$ cat src/rtl/autoconfig_pkg.sv
// Shared constants and types for the Zorro II AutoConfig chain engine.
// Register offsets are expressed in A[6:1] units (byte address / 2).
package autoconfig_pkg;

  localparam logic [5:0] ER_TYPE_HI = 6'h00;
  localparam logic [5:0] ER_TYPE_LO = 6'h01;
  localparam logic [5:0] PRODUCT_HI = 6'h02;
  localparam logic [5:0] PRODUCT_LO = 6'h03;
  localparam logic [5:0] FLAGS_HI   = 6'h04;
  localparam logic [5:0] FLAGS_LO   = 6'h05;
  localparam logic [5:0] MANUF_0    = 6'h08;
  localparam logic [5:0] MANUF_3    = 6'h0B;
  localparam logic [5:0] SERIAL_0   = 6'h0C;
  localparam logic [5:0] SERIAL_7   = 6'h13;
  localparam logic [5:0] ROMVEC_0   = 6'h14;
  localparam logic [5:0] ROMVEC_3   = 6'h17;
  localparam logic [5:0] BASE_HI    = 6'h24;
  localparam logic [5:0] BASE_LO    = 6'h25;
  localparam logic [5:0] SHUTUP     = 6'h26;

  localparam logic [2:0] SIZE_8M   = 3'b000;
  localparam logic [2:0] SIZE_64K  = 3'b001;
  localparam logic [2:0] SIZE_128K = 3'b010;
  localparam logic [2:0] SIZE_256K = 3'b011;
  localparam logic [2:0] SIZE_512K = 3'b100;
  localparam logic [2:0] SIZE_1M   = 3'b101;
  localparam logic [2:0] SIZE_2M   = 3'b110;
  localparam logic [2:0] SIZE_4M   = 3'b111;

  localparam logic [7:0] Z2_SPACE = 8'hE8;

  typedef struct packed {
    logic        memlist;
    logic        romvec_valid;
    logic [2:0]  size;
    logic [7:0]  product;
    logic [15:0] romvec;
  } board_cfg_t;

  // Nibble of a field read MSB first: the register at 'last' holds the LS nibble.
  function automatic logic [3:0] nibble_from_msb(input logic [31:0] word,
                                                 input logic [5:0]  last,
                                                 input logic [5:0]  a_low);
    return 4'(word >> {last - a_low, 2'b00});
  endfunction

endpackage

$ cat src/rtl/autoconfig_rom_nibble.sv
// Combinational AutoConfig register file for one board: maps A[6:1] to the
// nibble presented on D[15:12], inverted everywhere except er_Type.
module autoconfig_rom_nibble
  import autoconfig_pkg::*;
(
  input  logic [5:0]  a_low,
  input  logic        chained,
  input  logic        memlist,
  input  logic        romvec_valid,
  input  logic [2:0]  size,
  input  logic [7:0]  product,
  input  logic [15:0] manuf,
  input  logic [31:0] serial,
  input  logic [15:0] romvec,
  output logic [3:0]  nibble
);

  logic [3:0] raw;
  logic       invert;

  always_comb begin
    raw    = 4'h0;
    invert = 1'b1;
    if (a_low == ER_TYPE_HI) begin
      raw    = {2'b11, memlist, romvec_valid};
      invert = 1'b0;
    end else if (a_low == ER_TYPE_LO) begin
      raw    = {chained, size};
      invert = 1'b0;
    end else if (a_low == PRODUCT_HI) begin
      raw = product[7:4];
    end else if (a_low == PRODUCT_LO) begin
      raw = product[3:0];
    end else if (a_low >= MANUF_0 && a_low <= MANUF_3) begin
      raw = nibble_from_msb({16'h0000, manuf}, MANUF_3, a_low);
    end else if (a_low >= SERIAL_0 && a_low <= SERIAL_7) begin
      raw = nibble_from_msb(serial, SERIAL_7, a_low);
    end else if (a_low >= ROMVEC_0 && a_low <= ROMVEC_3) begin
      raw = nibble_from_msb({16'h0000, romvec}, ROMVEC_3, a_low);
    end
  end

  assign nibble = invert ? ~raw : raw;

endmodule

$ cat src/rtl/autoconfig_chain.sv
// Zorro II AutoConfig engine presenting up to NUM_BOARDS logical boards in
// sequence at $E80000, with runtime enable mask, dynamic chaining and shut-up.
module autoconfig_chain #(
  parameter int                      NUM_BOARDS   = 2,
  parameter logic [15:0]             MANUF_ID     = 16'h082C,
  parameter logic [8*NUM_BOARDS-1:0] PRODUCT_IDS  = {8'd11, 8'd10},
  parameter logic [3*NUM_BOARDS-1:0] SIZE_CODES   = {3'b001, 3'b111},
  parameter logic [NUM_BOARDS-1:0]   MEMLIST      = 2'b01,
  parameter logic [NUM_BOARDS-1:0]   ROMVEC_VALID = 2'b10,
  parameter logic [16*NUM_BOARDS-1:0] ROMVEC     = {16'h0000, 16'h0000},
  parameter logic [31:0]             SERIAL       = 32'h0000_0001
) (
  input  logic                    C7M,
  input  logic                    RESET,
  input  logic                    CFGIN_n,
  input  logic [NUM_BOARDS-1:0]   BOARD_EN,
  input  logic                    AS_n,
  input  logic                    DS_n,
  input  logic                    RW_n,
  input  logic [7:0]              A_HIGH,
  input  logic [5:0]              A_LOW,
  input  logic [3:0]              D_IN,
  output logic [3:0]              D_OUT,
  output logic                    D_OE,
  output logic [8*NUM_BOARDS-1:0] BASE,
  output logic [NUM_BOARDS-1:0]   CONFIGURED_n,
  output logic [NUM_BOARDS-1:0]   SHUTUP,
  output logic                    CFGOUT_n
);

  import autoconfig_pkg::*;

  localparam int IDX_W = (NUM_BOARDS > 1) ? $clog2(NUM_BOARDS) : 1;

  logic [1:0]                  as_sync, ds_sync, cfgin_sync;
  logic                        as_s, ds_s, cfgin_s;
  logic [NUM_BOARDS-1:0]       done, cfg_n_q, shut_q;
  logic [NUM_BOARDS-1:0][7:0]  base_q;
  logic [IDX_W-1:0]            act;
  logic                        any_active, chained;
  logic                        bus_hit, rd, wr, write_seen;
  logic [3:0]                  hold, d_out_q, nibble;
  logic                        d_oe_q, cfgout_q;
  board_cfg_t                  cur;

  // Stage 0: two-flop synchronisers for the asynchronous bus strobes and chain input
  always_ff @(posedge C7M) begin
    if (RESET) begin
      as_sync    <= 2'b11;
      ds_sync    <= 2'b11;
      cfgin_sync <= 2'b11;
    end else begin
      as_sync    <= {as_sync[0], AS_n};
      ds_sync    <= {ds_sync[0], DS_n};
      cfgin_sync <= {cfgin_sync[0], CFGIN_n};
    end
  end

  assign as_s    = as_sync[1];
  assign ds_s    = ds_sync[1];
  assign cfgin_s = cfgin_sync[1];

  assign done = ~cfg_n_q | shut_q | ~BOARD_EN;

  // Active board is the lowest not-done index; chained if any higher one remains.
  always_comb begin
    act        = '0;
    any_active = 1'b0;
    chained    = 1'b0;
    for (int i = NUM_BOARDS - 1; i >= 0; i--) begin
      if (!done[i]) begin
        act        = IDX_W'(i);
        any_active = 1'b1;
      end
    end
    for (int i = 0; i < NUM_BOARDS; i++) begin
      if (!done[i] && IDX_W'(i) > act) chained = 1'b1;
    end
  end

  always_comb begin
    cur              = '0;
    cur.memlist      = MEMLIST[act];
    cur.romvec_valid = ROMVEC_VALID[act];
    cur.size         = SIZE_CODES[3*act +: 3];
    cur.product      = PRODUCT_IDS[8*act +: 8];
    cur.romvec       = ROMVEC[16*act +: 16];
  end

  autoconfig_rom_nibble u_rom (
    .a_low        (A_LOW),
    .chained      (chained),
    .memlist      (cur.memlist),
    .romvec_valid (cur.romvec_valid),
    .size         (cur.size),
    .product      (cur.product),
    .manuf        (MANUF_ID),
    .serial       (SERIAL),
    .romvec       (cur.romvec),
    .nibble       (nibble)
  );

  assign bus_hit = ~cfgin_s & any_active & (A_HIGH == Z2_SPACE);
  assign rd      = bus_hit & ~as_s & RW_n;
  assign wr      = bus_hit & ~as_s & ~ds_s & ~RW_n & ~write_seen;

  // Stage 1: registered read data, per-board configuration state and chain output
  always_ff @(posedge C7M) begin
    if (RESET) begin
      d_oe_q     <= 1'b0;
      d_out_q    <= 4'h0;
      cfgout_q   <= 1'b1;
      write_seen <= 1'b0;
      hold       <= 4'h0;
      cfg_n_q    <= '1;
      shut_q     <= '0;
      base_q     <= '0;
    end else begin
      cfgout_q <= any_active;
      d_oe_q   <= rd;
      if (rd) d_out_q <= nibble;
      if (as_s)    write_seen <= 1'b0;
      else if (wr) write_seen <= 1'b1;
      // write_seen also guards the next board after an advance inside one AS cycle
      if (wr) begin
        case (A_LOW)
          BASE_LO: hold <= D_IN;
          BASE_HI: begin
            base_q[act]  <= MEMLIST[act] ? {D_IN, 4'h0} : {D_IN, hold};
            cfg_n_q[act] <= 1'b0;
            hold         <= 4'h0;
          end
          autoconfig_pkg::SHUTUP: shut_q[act] <= 1'b1;
          default: ;
        endcase
      end
    end
  end

  assign D_OUT        = d_out_q;
  assign D_OE         = d_oe_q;
  assign BASE         = base_q;
  assign CONFIGURED_n = cfg_n_q;
  assign SHUTUP       = shut_q;
  assign CFGOUT_n     = cfgout_q;

endmodule

$ cat config.mk
export PLATFORM = sky130hd
export DESIGN_NAME = autoconfig_chain
export DESIGN_NICKNAME = d
export VERILOG_FILES = /design/src/rtl/autoconfig_pkg.sv /design/src/rtl/autoconfig_rom_nibble.sv /design/src/rtl/autoconfig_chain.sv
export SDC_FILE = /design/constraint.sdc
export NUM_CORES = 1
export LEC_CHECK = 0
export BUFFER_PORTS_ARGS = -buffer_cell sky130_fd_sc_hd__buf_2
export CORE_MARGIN = 5
export CORE_UTILIZATION = 45
export CTS_BUF_LIST = sky130_fd_sc_hd__clkbuf_4
export DETAILED_ROUTE_END_ITERATION = 6
export HOLD_SLACK_MARGIN = 0.08
export PLACE_DENSITY_LB_ADDON = 0.1
export SYNTH_ARGS = -nofsm -noshare
export SYNTH_HDL_FRONTEND = slang
export SYNTH_SLANG_ARGS = --single-unit
export TNS_END_PERCENT = 100
$ cat constraint.sdc
create_clock -name C7M -period 1.7 [get_ports C7M]
set_input_delay 0.255 -clock C7M [delete_from_list [all_inputs] [get_ports C7M]]
set_output_delay 0.255 -clock C7M [all_outputs]
set_load 0.02 [all_outputs]
==> results of run 1 <==
[power groups by stage]
stage | Clock (mW) | Sequential (mW) | Combinational (mW)
floorplan | 0 | 0.897 | 0.0668
global placement | 0 | 0.896 | 0.151
detailed placement | 0 | 0.896 | 0.156
CTS | 0.451 | 0.876 | 0.161
global route | 0.494 | 0.877 | 0.184
finish | 0.436 | 0.876 | 0.167
[state kept, by name, summed over array words and instances, names as in the netlist]
register and count:
SHUTUP 2, BASE 16, write_seen 1, hold 4, cfgin_sync 2, CONFIGURED_n 2, CFGOUT_n 1, D_OUT 4
as_sync 2, D_OE 1, ds_sync 2
[metrics by stage]
stage               std cells  setup WS [ns]  utilization (%)
floorplan                 169        -0.0266                -
CTS                       301        -0.0556             62.8
global placement          292         -0.352             60.4
finish                    302        0.00227             64.7
global route              302         -0.112             64.7
detailed placement        292         -0.377             60.4
[area by class of cell]
type / instances / area, µm²
Multi-Input combinational cell: 119 / 933
Sequential cell: 37 / 747
Tap cell: 48 / 60.1
Fill cell: 308 / 1270
Inverter: 6 / 22.5
Clock inverter: 3 / 16.3
Timing Repair Buffer: 84 / 518
Clock buffer: 5 / 37.5
[cells in the mapped netlist, drive strengths merged (3+ instances only)]
library cell  count
and3              3
or2               8
nor3              6
clkbuf            6
a21oi             6
inv               6
nand2b            6
nand3b            3
mux2i            14
nor2b             4
nand3             8
nor2             21
and2              5
a211oi            3
ha                5
nand2             4
nor4              3
dfxtp            37
[repair_timing]
item                       CTS  global route
pin swaps                    2            10
hold endpoints to repair     0             0
cloned                       1             0
setup endpoints to repair   16            25
setup buffers                0             1
resized for setup            5            14
[kinds of logic (layout without fill, tap and decap cells)]
family / count (synthesis) / after routing / share of synthesized area [%]
AO/OA/AOI/OAI: 22 / 22 / 9.56
adder cells (fa/ha/maj): 5 / 5 / 3.79
buffers and inverters: 13 / 98 / 3.19
flip-flops: 37 / 37 / 44.9
multiplexers: 14 / 14 / 8.50
AND/OR/NAND/NOR: 78 / 78 / 30.0
[placed cells by master (no fill, tap or decap), types with 2 or more instances in the layout]
master    count
and3_1        3
nor2_1       21
a211oi_2      2
ha_1          5
nor4_4        3
a21oi_1       5
nand3_1       6
nand3_2       2
o21bai_1      2
nand2_1       4
buf_4        29
dfxtp_1      32
or2_2         8
nor2b_1       3
inv_1         6
mux2i_1      14
nand3b_4      2
nor3_1        5
and2_1        5
dfxtp_2       5
clkinv_1      2
o211ai_1      2
o41ai_1       2
nand2b_1      4
buf_6         4
buf_2        51
o22ai_1       2
clkbuf_4      5
[worst max-delay path, stage by stage, from the launching register on]
cell and delay [ns]:
dfxtp_2 0.34, nand3b_4 0.17, a211oi_2 0.28, nand3_2 0.12, or4_1 0.55, a21oi_1 0.16
[per-layer routing]
| metal | vias to the layer above | GRT usage [%] | part of all wire, % |
|---|---|---|---|
| met3 | 6 | 5.40 | 6.6 |
| met4 | 0 | 5.64 | 1.1 |
| met1 | 713 | 20.3 | 41 |
| met5 | - | 0 | 0 |
| met2 | 46 | 28.5 | 51 |
| li1 | 761 | - | - |
[final timing paths]
| path | depth (start not counted) | startpoint | to | slack (ns) |
|---|---|---|---|---|
| worst min-delay path | 2 | AS_n | as_sync[0] | 0.11 |
| worst min register to register | 1 | ds_sync[0] | ds_sync[1] | 0.42 |
| worst max register to register | 5 | SHUTUP[1] | D_OUT[1] | 0.002 |
| worst max-delay path | 5 | SHUTUP[1] | D_OUT[1] | 0.002 |
==> tab_implementation.tex, run 1 <==
\begin{tabular}{lr}
\hline
Metric & Value \\
\hline
\multicolumn{2}{l}{\textbf{Status}} \\
Outcome & complete, no violations \\
\multicolumn{2}{l}{\textbf{Floorplan}} \\
Number of standard-cell rows in the floorplan & 22 \\
Die area & 4980 µm² \\
Total I/O pin count & 52 \\
Core Area & 3610 µm² \\
Starting density of the core & 45.7\% \\
X dimension of the die & 70.5 µm \\
Die extent in y & 70.5 µm \\
\multicolumn{2}{l}{\textbf{Min path}} \\
Worst hold-check path type & input pin to flip-flop \\
\multicolumn{2}{l}{\textbf{GRT}} \\
Tot GR Track Use & 16.8\% \\
Vias in the first global route & 1546 \\
Congestion Overflow GR & 0 \\
Largest net degree at the start of global routing & 37 \\
Global-route wire length before repair & 6910 µm \\
Initial antenna violation count & 0 \\
\multicolumn{2}{l}{\textbf{Critical path}} \\
Crit-path max FO & 5 \\
WP data arrival & 1.95 ns \\
Critical path capture point type & flip-flop \\
Start-to-end type of the worst setup path & flip-flop to flip-flop \\
Data required time of the worst path & 1.95 ns \\
Element type at the critical path start & flip-flop \\
\multicolumn{2}{l}{\textbf{Detailed routing}} \\
Initial detailed-routing violation count & 83 \\
Final wirelength & 4030 µm \\
DRC violation count after routing & 0 \\
Number of vias after detailed routing & 1526 \\
Routed wire length per instance & 13.3 µm \\
Post-detailed-route via-to-cell ratio & 5.05 \\
First-pass iteration count of the detailed router & 4 \\
Antenna violation net count after detailed routing & 0 \\
\multicolumn{2}{l}{\textbf{Clock network}} \\
Number of buffers inserted for hold repair after clock tree synthesis & 0 \\
TritonCTS clock tree & built \\
Clk pin slew, worst setup/hold paths & 0.12 ns \\
Longest Clk Path Bufs & 2 \\
Later-pin clock latency in the skew report & 0.33 ns \\
H-tree depth & 2 \\
Number of sinks handled by clock tree synthesis & 37 \\
Clk Tree Root Cell & clkbuf\_4 \\
CTS Buf Count & 5 \\
\multicolumn{2}{l}{\textbf{Power and ir drop}} \\
Total power of the final layout & 1.48 mW \\
Net Sw Power & 0.365 mW \\
Logic gate share of total power & 11.3\% \\
Static leakage power & 1.02 nW \\
Cell internal pwr & 1.11 mW \\
Sequential share of power & 59.3\% \\
Peak supply drop & 0.000502 V \\
Relative contribution of the clock network to total power & 29.5\% \\
Areal power density over the cells & 633 nW/µm² \\
Share of total power consumed by net switching & 24.7\% \\
\multicolumn{2}{l}{\textbf{STA}} \\
Final number of hold-violating endpoints & 0 \\
Post-route minimum period & 1.70 ns \\
Unrepaired setup endpoints after global routing & true \\
Worst hold-check slack & 0.106 ns \\
Final setup violating endpoints & 0 \\
Achievable frequency & 0.589 GHz \\
Max Slew Vio Count & 0 \\
TNS Setup & 0 ns \\
Max-slew headroom & 59.5\% \\
Share of the cycle needed by the critical path after routing & 99.9\% \\
Slew at the pin with the worst max-slew slack & 0.607 ns \\
Post-route clock skew & 0.0176 ns \\
\multicolumn{2}{l}{\textbf{Placement}} \\
Total placed instance area & 2180 µm² \\
Routability cong. & 0.900 \\
Hpwl dp & 3050 µm \\
Port bufs & 51 \\
\multicolumn{2}{l}{\textbf{Synth}} \\
Synth Instances & 169 \\
Portion of the post-synthesis area used by sequential elements & 44.9\% \\
Cell type contributing the most total cell area after synthesis & dfxtp\_1 \\
Most instantiated flip-flop cell in the synthesis netlist & dfxtp\_1 \\
Cell area after synthesis & 1650 µm² \\
Yosys top cell area share & 44.9\% \\
Post-synthesis area per instance & 9.76 µm² \\
Count of cell types in the netlist & 40 \\
Yosys warning count & 0 \\
Number of synthesized register bits & 37 \\
Async SR Flop Fraction & 0\% \\
Main area contributors after synthesis & dfxtp\_1 (45\%), mux2i\_1 (8.5\%), nor2\_1 (4.8\%) \\
Nets in the synthesized netlist & 200 \\
Number of flops mapped to enable cells by yosys & 0 \\
\multicolumn{2}{l}{\textbf{Layout}} \\
Diodes inserted & 0 \\
Finished layout cell area & 2330 µm² \\
Net count, final & 284 \\
Fraction of layout cells with a size suffix above 1 & 47.2\% \\
Area growth, synth to finish & 41.6\% \\
\multicolumn{2}{l}{\textbf{Job}} \\
Number of max-cap violations & 0 \\
\hline
\end{tabular}
(Power assumes the default switching activity.)
==> run 2: changes to the inputs <==
--- a/config.mk
+++ b/config.mk
@@ -5,6 +5,7 @@
 export SDC_FILE = /design/constraint.sdc
 export NUM_CORES = 1
 export LEC_CHECK = 0
+export ABC_AREA = 1
 export BUFFER_PORTS_ARGS = -buffer_cell sky130_fd_sc_hd__buf_2
 export CORE_MARGIN = 5
 export CORE_UTILIZATION = 45
==> run 2 against run 1 <==
Net effect: wire length is 4.0% lower; register-to-register slack better by 0.19 ns; clock skew is 0.012 ns lower; clock power is 39% higher; flip-flop and latch count stayed put; cell area is 6.2% lower; combinational power is 17% lower; die area is 5.9% higher; sequential share of layout area is 1.9 points higher; synthesized cell count is 44% higher; critical endpoint is now BASE[14]; largest power group unchanged; highest routed layer unchanged.
==> tab_implementation.tex, run 2 <==
\begin{tabular}{lr}
\hline
Metric & Value \\
\hline
\multicolumn{2}{l}{\textbf{Status}} \\
Outcome & complete, no violations \\
\multicolumn{2}{l}{\textbf{Synth}} \\
Main area contributors after synthesis & dfxtp\_1 (42\%), nand2\_1 (13\%), nor2\_1 (8.3\%) \\
Number of flops mapped to enable cells by yosys & 0 \\
Count of cell types in the netlist & 28 \\
Synth Instances & 244 \\
Number of synthesized register bits & 37 \\
Most instantiated flip-flop cell in the synthesis netlist & dfxtp\_1 \\
Cell area after synthesis & 1760 µm² \\
Cell types with the highest counts after synthesis & nand2\_1 (60), nor2\_1 (39), dfxtp\_1 (37) \\
Post-synthesis area per instance & 7.22 µm² \\
Cell type contributing the most total cell area after synthesis & dfxtp\_1 \\
Nets in the synthesized netlist & 275 \\
Yosys top cell area share & 42.0\% \\
Portion of the post-synthesis area used by sequential elements & 42.0\% \\
Async SR Flop Fraction & 0\% \\
Yosys warning count & 0 \\
Dominant cell by count in the synthesized netlist & nand2\_1 \\
\multicolumn{2}{l}{\textbf{Detailed routing}} \\
Post-detailed-route via-to-cell ratio & 4.63 \\
First-pass iteration count of the detailed router & 4 \\
Final wirelength & 3870 µm \\
DRC violation count after routing & 0 \\
Number of vias after detailed routing & 1628 \\
Initial detailed-routing violation count & 92 \\
Routed wire length per instance & 11.0 µm \\
Antenna violation net count after detailed routing & 0 \\
\multicolumn{2}{l}{\textbf{GRT}} \\
Global-route wire length before repair & 6350 µm \\
Tot GR Track Use & 15.2\% \\
Largest net degree at the start of global routing & 18 \\
Vias in the first global route & 1432 \\
Congestion Overflow GR & 0 \\
Initial antenna violation count & 0 \\
\multicolumn{2}{l}{\textbf{Clock network}} \\
Number of buffers added for setup after CTS & 0 \\
CTS Buf Count & 5 \\
Later-pin clock latency in the skew report & 0.33 ns \\
Longest Clk Path Bufs & 2 \\
Number of sinks handled by clock tree synthesis & 37 \\
H-tree depth & 2 \\
Clk Tree Root Cell & clkbuf\_4 \\
Clk pin slew, worst setup/hold paths & 0.11 ns \\
TritonCTS clock tree & built \\
\multicolumn{2}{l}{\textbf{Floorplan}} \\
Number of standard-cell rows in the floorplan & 22 \\
Core Area & 3720 µm² \\
Die area & 5270 µm² \\
Die extent in y & 72.6 µm \\
Starting density of the core & 47.4\% \\
Total I/O pin count & 52 \\
X dimension of the die & 72.6 µm \\
\multicolumn{2}{l}{\textbf{Critical path}} \\
Highest-delay cell along the critical path & dfxtp\_1 \\
Startpoint of the most critical register-to-register path & SHUTUP[1] \\
Worst path most repeated cell & nand3\_4 \\
WP data arrival & 1.75 ns \\
Data required time of the worst path & 1.94 ns \\
Worst path cell trace & inv\_2 > nand3\_1 > o21ai\_2 > nand3\_4 > nor2\_8 > nand3\_4 > nor2\_1 > nor2\_2 \\
Delay of the slowest cell on the worst path & 0.34 ns \\
Crit-path max FO & 17 \\
Element type at the critical path start & flip-flop \\
Start-to-end type of the worst setup path & flip-flop to flip-flop \\
Count of buffering cells on the critical path with inverters included & 1 \\
Critical Path Source & SHUTUP[1] \\
CP top delay family & simple AND/OR/NAND/NOR gates \\
Critical path capture point type & flip-flop \\
\multicolumn{2}{l}{\textbf{Layout}} \\
Most common library cell in the layout ignoring fill and taps & nand2\_1 \\
Footprint of the flip-flops and latches & 742 µm² \\
Diodes inserted & 0 \\
Fraction of layout cells with a size suffix above 1 & 28.9\% \\
Leading cell types in the layout, fill and taps excluded & nand2\_1 (60), buf\_2 (51), nor2\_1 (39) \\
Share of the core filled with cells & 58.9\% \\
Number of filler instances in the final layout & 377 \\
Flip-flop count of the largest register after layout & 16 \\
Net count, final & 334 \\
Area growth, synth to finish & 24.3\% \\
Multi-input gate area & 880 µm² \\
\multicolumn{2}{l}{\textbf{STA}} \\
Final setup violating endpoints & 0 \\
Post-route minimum period & 1.51 ns \\
Final number of hold-violating endpoints & 0 \\
TNS Setup & 0 ns \\
Share of the cycle needed by the critical path after routing & 88.8\% \\
Minimum setup slack in the final design & 0.191 ns \\
Achievable frequency & 0.662 GHz \\
Unrepaired setup endpoints after global routing & false \\
Worst hold-check slack & 0.0979 ns \\
Max Slew Vio Count & 0 \\
Slew at the pin with the worst max-slew slack & 0.349 ns \\
Max-slew headroom & 76.7\% \\
Post-route clock skew & 0.00527 ns \\
\multicolumn{2}{l}{\textbf{Power and ir drop}} \\
Sequential share of power & 54.0\% \\
Share of total power consumed by net switching & 22.9\% \\
Static leakage power & 1.16 nW \\
Logic gate share of total power & 8.5\% \\
Areal power density over the cells & 741 nW/µm² \\
Total power of the final layout & 1.62 mW \\
Relative contribution of the clock network to total power & 37.4\% \\
Net Sw Power & 0.371 mW \\
Cell internal pwr & 1.25 mW \\
Peak supply drop & 0.000452 V \\
\multicolumn{2}{l}{\textbf{Placement}} \\
Post-placement setup slack & -0.0169 ns \\
Port bufs & 51 \\
Hpwl dp & 2990 µm \\
Routability cong. & 0.788 \\
\multicolumn{2}{l}{\textbf{Min path}} \\
Worst hold-check path type & input pin to flip-flop \\
Start point of the worst hold path & DS\_n \\
\multicolumn{2}{l}{\textbf{Job}} \\
Number of max-cap violations & 0 \\
\hline
\end{tabular}
-- run 2: path summary, 6_finish.rpt --
check / end / cells after the start / slack, ns
max: BASE[14] / 8 / 0.19
min: ds_sync[0] / 2 / 0.1
max reg2reg: BASE[14] / 8 / 0.19
min reg2reg: cfgin_sync[1] / 1 / 0.42
-- run 2: worst reg2reg max path, stage by stage, from the launching register on --
cell and delay (ns):
dfxtp_1 0.34, inv_2 0.07, nand3_1 0.12, o21ai_2 0.14
nand3_4 0.13, nor2_8 0.18, nand3_4 0.21, nor2_1 0.17
nor2_2 0.05
-- run 2: layout make-up --
type                    count  area share, %
flip-flops and latches     37           33.9
clock buffers               6           2.06
multi-input cells         170           40.2
repair buffers             58           14.3
inverters                  31           5.31
well taps                  48           2.74
clock inverters             2           1.54
-- run 2: power groups by stage --
stage               Combinational (mW)  Clock [mW]  Sequential [mW]
global route                     0.154       0.670            0.878
finish                           0.139       0.607            0.876
CTS                              0.135       0.628            0.876
detailed placement               0.134           0            0.896
floorplan                       0.0736           0            0.897
global placement                 0.133           0            0.896
-- run 2: cell families (layout without fill, tap and decap cells) --
family	Yosys count	in the layout	share of synthesized area (%)
DFF	37	37	42.0
adders and majority gates	5	5	3.55
AOI/OAI and AO/OA	18	18	5.75
buffers and inverters	37	97	8.45
and+or+nand+nor	147	147	40.2
-- run 2: timing repair --
action,CTS,global route
endpoints found under the hold margin,0,2
hold buffers,0,2
resized for setup,0,2
endpoints found under the setup margin,0,1
-- run 2: metrics by stage --
step	area, µm²	instances
2_1_floorplan	1760	244
3_3_place_gp	2080	342
3_5_place_dp	2080	342
4_1_cts	2160	350
5_1_grt	2190	352
6_report	2190	352
-- run 2: metal layers --
metal | up-vias | GRT usage (%) | part of all wire (%)
met5 | - | 0 | 0
met4 | 0 | 5.53 | 1.1
met3 | 4 | 4.82 | 8.8
met2 | 56 | 22.6 | 43
met1 | 688 | 20.7 | 47
li1 | 880 | - | -
==> run 3: changes to the inputs <==
--- a/config.mk
+++ b/config.mk
@@ -5,11 +5,13 @@
 export SDC_FILE = /design/constraint.sdc
 export NUM_CORES = 1
 export LEC_CHECK = 0
-export ABC_AREA = 1
 export BUFFER_PORTS_ARGS = -buffer_cell sky130_fd_sc_hd__buf_2
+export CELL_PAD_IN_SITES_DETAIL_PLACEMENT = 2
+export CELL_PAD_IN_SITES_GLOBAL_PLACEMENT = 2
 export CORE_MARGIN = 5
-export CORE_UTILIZATION = 45
+export CORE_UTILIZATION = 28
 export CTS_BUF_LIST = sky130_fd_sc_hd__clkbuf_4
+export CTS_CLUSTER_SIZE = 14
 export DETAILED_ROUTE_END_ITERATION = 6
 export HOLD_SLACK_MARGIN = 0.08
 export PLACE_DENSITY_LB_ADDON = 0.1
==> run 3 against run 2 <==
Net effect: the run now ends with setup timing left; critical path depth shrank 2; register-to-register slack lost 0.20 ns; first-iteration DRC count shrank 46%; total power shrank 7.1%; sequential share of layout area shrank 3.2 points; sequential power is essentially flat; wire length grew 36%; die area grew 43%; utilization shrank 17 points; non-clock buffer count grew 33; clock skew grew 0.015 ns; largest power group unchanged.
==> tab_implementation.tex, run 3 (same netlist as run 1, synthesis figures left out) <==
\begin{tabular}{lr}
\hline
Metric & Value \\
\hline
\multicolumn{2}{l}{\textbf{Status}} \\
Outcome & finished, violations left \\
Failing checks & setup timing \\
\multicolumn{2}{l}{\textbf{Min path}} \\
Worst hold-check path type & input pin to flip-flop \\
Start point of the worst hold path & D\_IN[1] \\
Worst Hold Path EP & hold[1] \\
Hold-critical path depth & 3 \\
\multicolumn{2}{l}{\textbf{Layout}} \\
Net count, final & 291 \\
Diodes inserted & 0 \\
Leading cell types in the layout, fill and taps excluded & buf\_2 (51), buf\_4 (35), dfxtp\_1 (32) \\
Finished layout cell area & 2430 µm² \\
Area growth, synth to finish & 47.5\% \\
Most common library cell in the layout ignoring fill and taps & buf\_2 \\
Share of the core filled with cells & 41.8\% \\
Post-layout instance count excluding filler cells & 335 \\
Fraction of layout cells with a size suffix above 1 & 48.8\% \\
Flip-flop count of the largest register after layout & 16 \\
\multicolumn{2}{l}{\textbf{Placement}} \\
Port bufs & 51 \\
Hpwl dp & 4220 µm \\
Placed cells & 322 \\
Total placed instance area & 2230 µm² \\
Routability cong. & 0.808 \\
Post-placement setup slack & -0.510 ns \\
\multicolumn{2}{l}{\textbf{Critical path}} \\
Register-to-register setup slack & -0.01 ns \\
Start-to-end type of the worst setup path & flip-flop to flip-flop \\
Critical R2R Capture & BASE[15] \\
Element type at the critical path start & flip-flop \\
Startpoint of the most critical register-to-register path & write\_seen \\
Crit-path max FO & 5 \\
WP data arrival & 1.95 ns \\
Data required time of the worst path & 1.94 ns \\
Critical path capture point type & flip-flop \\
Number of cells traversed by the worst register-to-register path & 6 \\
\multicolumn{2}{l}{\textbf{GRT}} \\
Congestion Overflow GR & 0 \\
Global-route wire length before repair & 9050 µm \\
Tot GR Track Use & 15.4\% \\
Largest net degree at the start of global routing & 25 \\
Vias in the first global route & 1837 \\
Initial antenna violation count & 0 \\
\multicolumn{2}{l}{\textbf{Clock network}} \\
Number of sinks handled by clock tree synthesis & 37 \\
H-tree depth & 2 \\
Longest Clk Path Bufs & 2 \\
Later-pin clock latency in the skew report & 0.35 ns \\
Clk pin slew, worst setup/hold paths & 0.12 ns \\
Clk Tree Root Cell & clkbuf\_4 \\
CTS Buf Count & 5 \\
TritonCTS clock tree & built \\
\multicolumn{2}{l}{\textbf{Power and ir drop}} \\
Areal power density over the cells & 619 nW/µm² \\
Static leakage power & 1.05 nW \\
Total power of the final layout & 1.51 mW \\
Peak supply drop & 0.000275 V \\
\multicolumn{2}{l}{\textbf{STA}} \\
Max Slew Vio Count & 0 \\
Share of the cycle needed by the critical path after routing & 101\% \\
TNS Setup & -0.0128 ns \\
Achievable frequency & 0.584 GHz \\
Minimum setup slack in the final design & -0.0128 ns \\
Post-route minimum period & 1.71 ns \\
Worst hold-check slack & 0.165 ns \\
Final setup violating endpoints & 1 \\
Post-route clock skew & 0.0204 ns \\
Max-slew headroom & 69.1\% \\
Unrepaired setup endpoints after global routing & true \\
Slew at the pin with the worst max-slew slack & 0.457 ns \\
Final number of hold-violating endpoints & 0 \\
\multicolumn{2}{l}{\textbf{Floorplan}} \\
Die extent in y & 86.7 µm \\
Die area & 7520 µm² \\
Number of standard-cell rows in the floorplan & 28 \\
X dimension of the die & 86.7 µm \\
Core Area & 5820 µm² \\
Total I/O pin count & 52 \\
Starting density of the core & 28.4\% \\
\multicolumn{2}{l}{\textbf{Detailed routing}} \\
Initial detailed-routing violation count & 50 \\
Routed wire length per instance & 15.7 µm \\
Final wirelength & 5250 µm \\
Number of vias after detailed routing & 1583 \\
Post-detailed-route via-to-cell ratio & 4.73 \\
DRC violation count after routing & 0 \\
Antenna violation net count after detailed routing & 0 \\
First-pass iteration count of the detailed router & 4 \\
\multicolumn{2}{l}{\textbf{Job}} \\
Number of max-cap violations & 0 \\
\hline
\end{tabular}
==> run 3: changes by cell type in the layout (fill, tap and decap cells not counted), moves of 11 or more <==
cell | before | now
nand2_1 | 60 | 4
buf_4 | 5 | 35
inv_1 | 29 | 6
nor2_1 | 39 | 21
mux2i_1 | 0 | 14
nand3_1 | 17 | 6
==> run 3: power by group <==
| group | switching (mW) | total [mW] | internal [mW] | leakage, nW |
|---|---|---|---|---|
| sequential | 0.00253 | 0.876 | 0.874 | 0.300 |
| clock | 0.298 | 0.446 | 0.149 | 0.0247 |
| combinational | 0.0926 | 0.184 | 0.0912 | 0.726 |
==> run 3: worst max path at each step <==
stage / slack, ns / depth (start not counted) / startpoint / endpoint
after floorplan: -0.03 / 6 / SHUTUP[0] / BASE[15]
after global placement: -0.38 / 8 / A_LOW[3] / D_OUT[3]
after detailed placement: -0.51 / 8 / A_LOW[3] / D_OUT[3]
after CTS: -0.10 / 6 / SHUTUP[0] / BASE[15]
after global routing: -0.11 / 5 / SHUTUP[0] / D_OUT[1]
final: -0.01 / 6 / write_seen / BASE[15]
==> run 3: worst max-delay path, cell delays in order (launching register included) <==
cell	delay, ns
dfxtp_2	0.36
nor4bb_4	0.28
nand3_2	0.14
nor4_4	0.36
buf_6	0.19
mux2i_1	0.22
nor2_1	0.06
==> run 3: layer usage <==
layer  up-vias  GRT usage, %  share of wire [%]
met5         -             0                  0
met2        36          28.2                 52
met1       764          17.2                 41
met3         8          3.80                5.2
li1        775             -                  -
met4         0          5.24                2.1
==> run 3: area by class of cell <==
class,count,area (µm²)
clock inverters,2,11.3
fillers,678,3380
well taps,75,93.8
clock buffers,5,37.5
multi-input cells,119,950
inverters,6,22.5
repair buffers,91,571
flip-flops and latches,37,747
==> run 3: what timing repair did <==
action	in CTS	in global routing
setup buffers	1	1
hold endpoints to repair	0	3
hold buffers	0	3
resized for setup	14	6
endpoints found under the setup margin	23	24
cloned	1	0
pin swaps	6	8
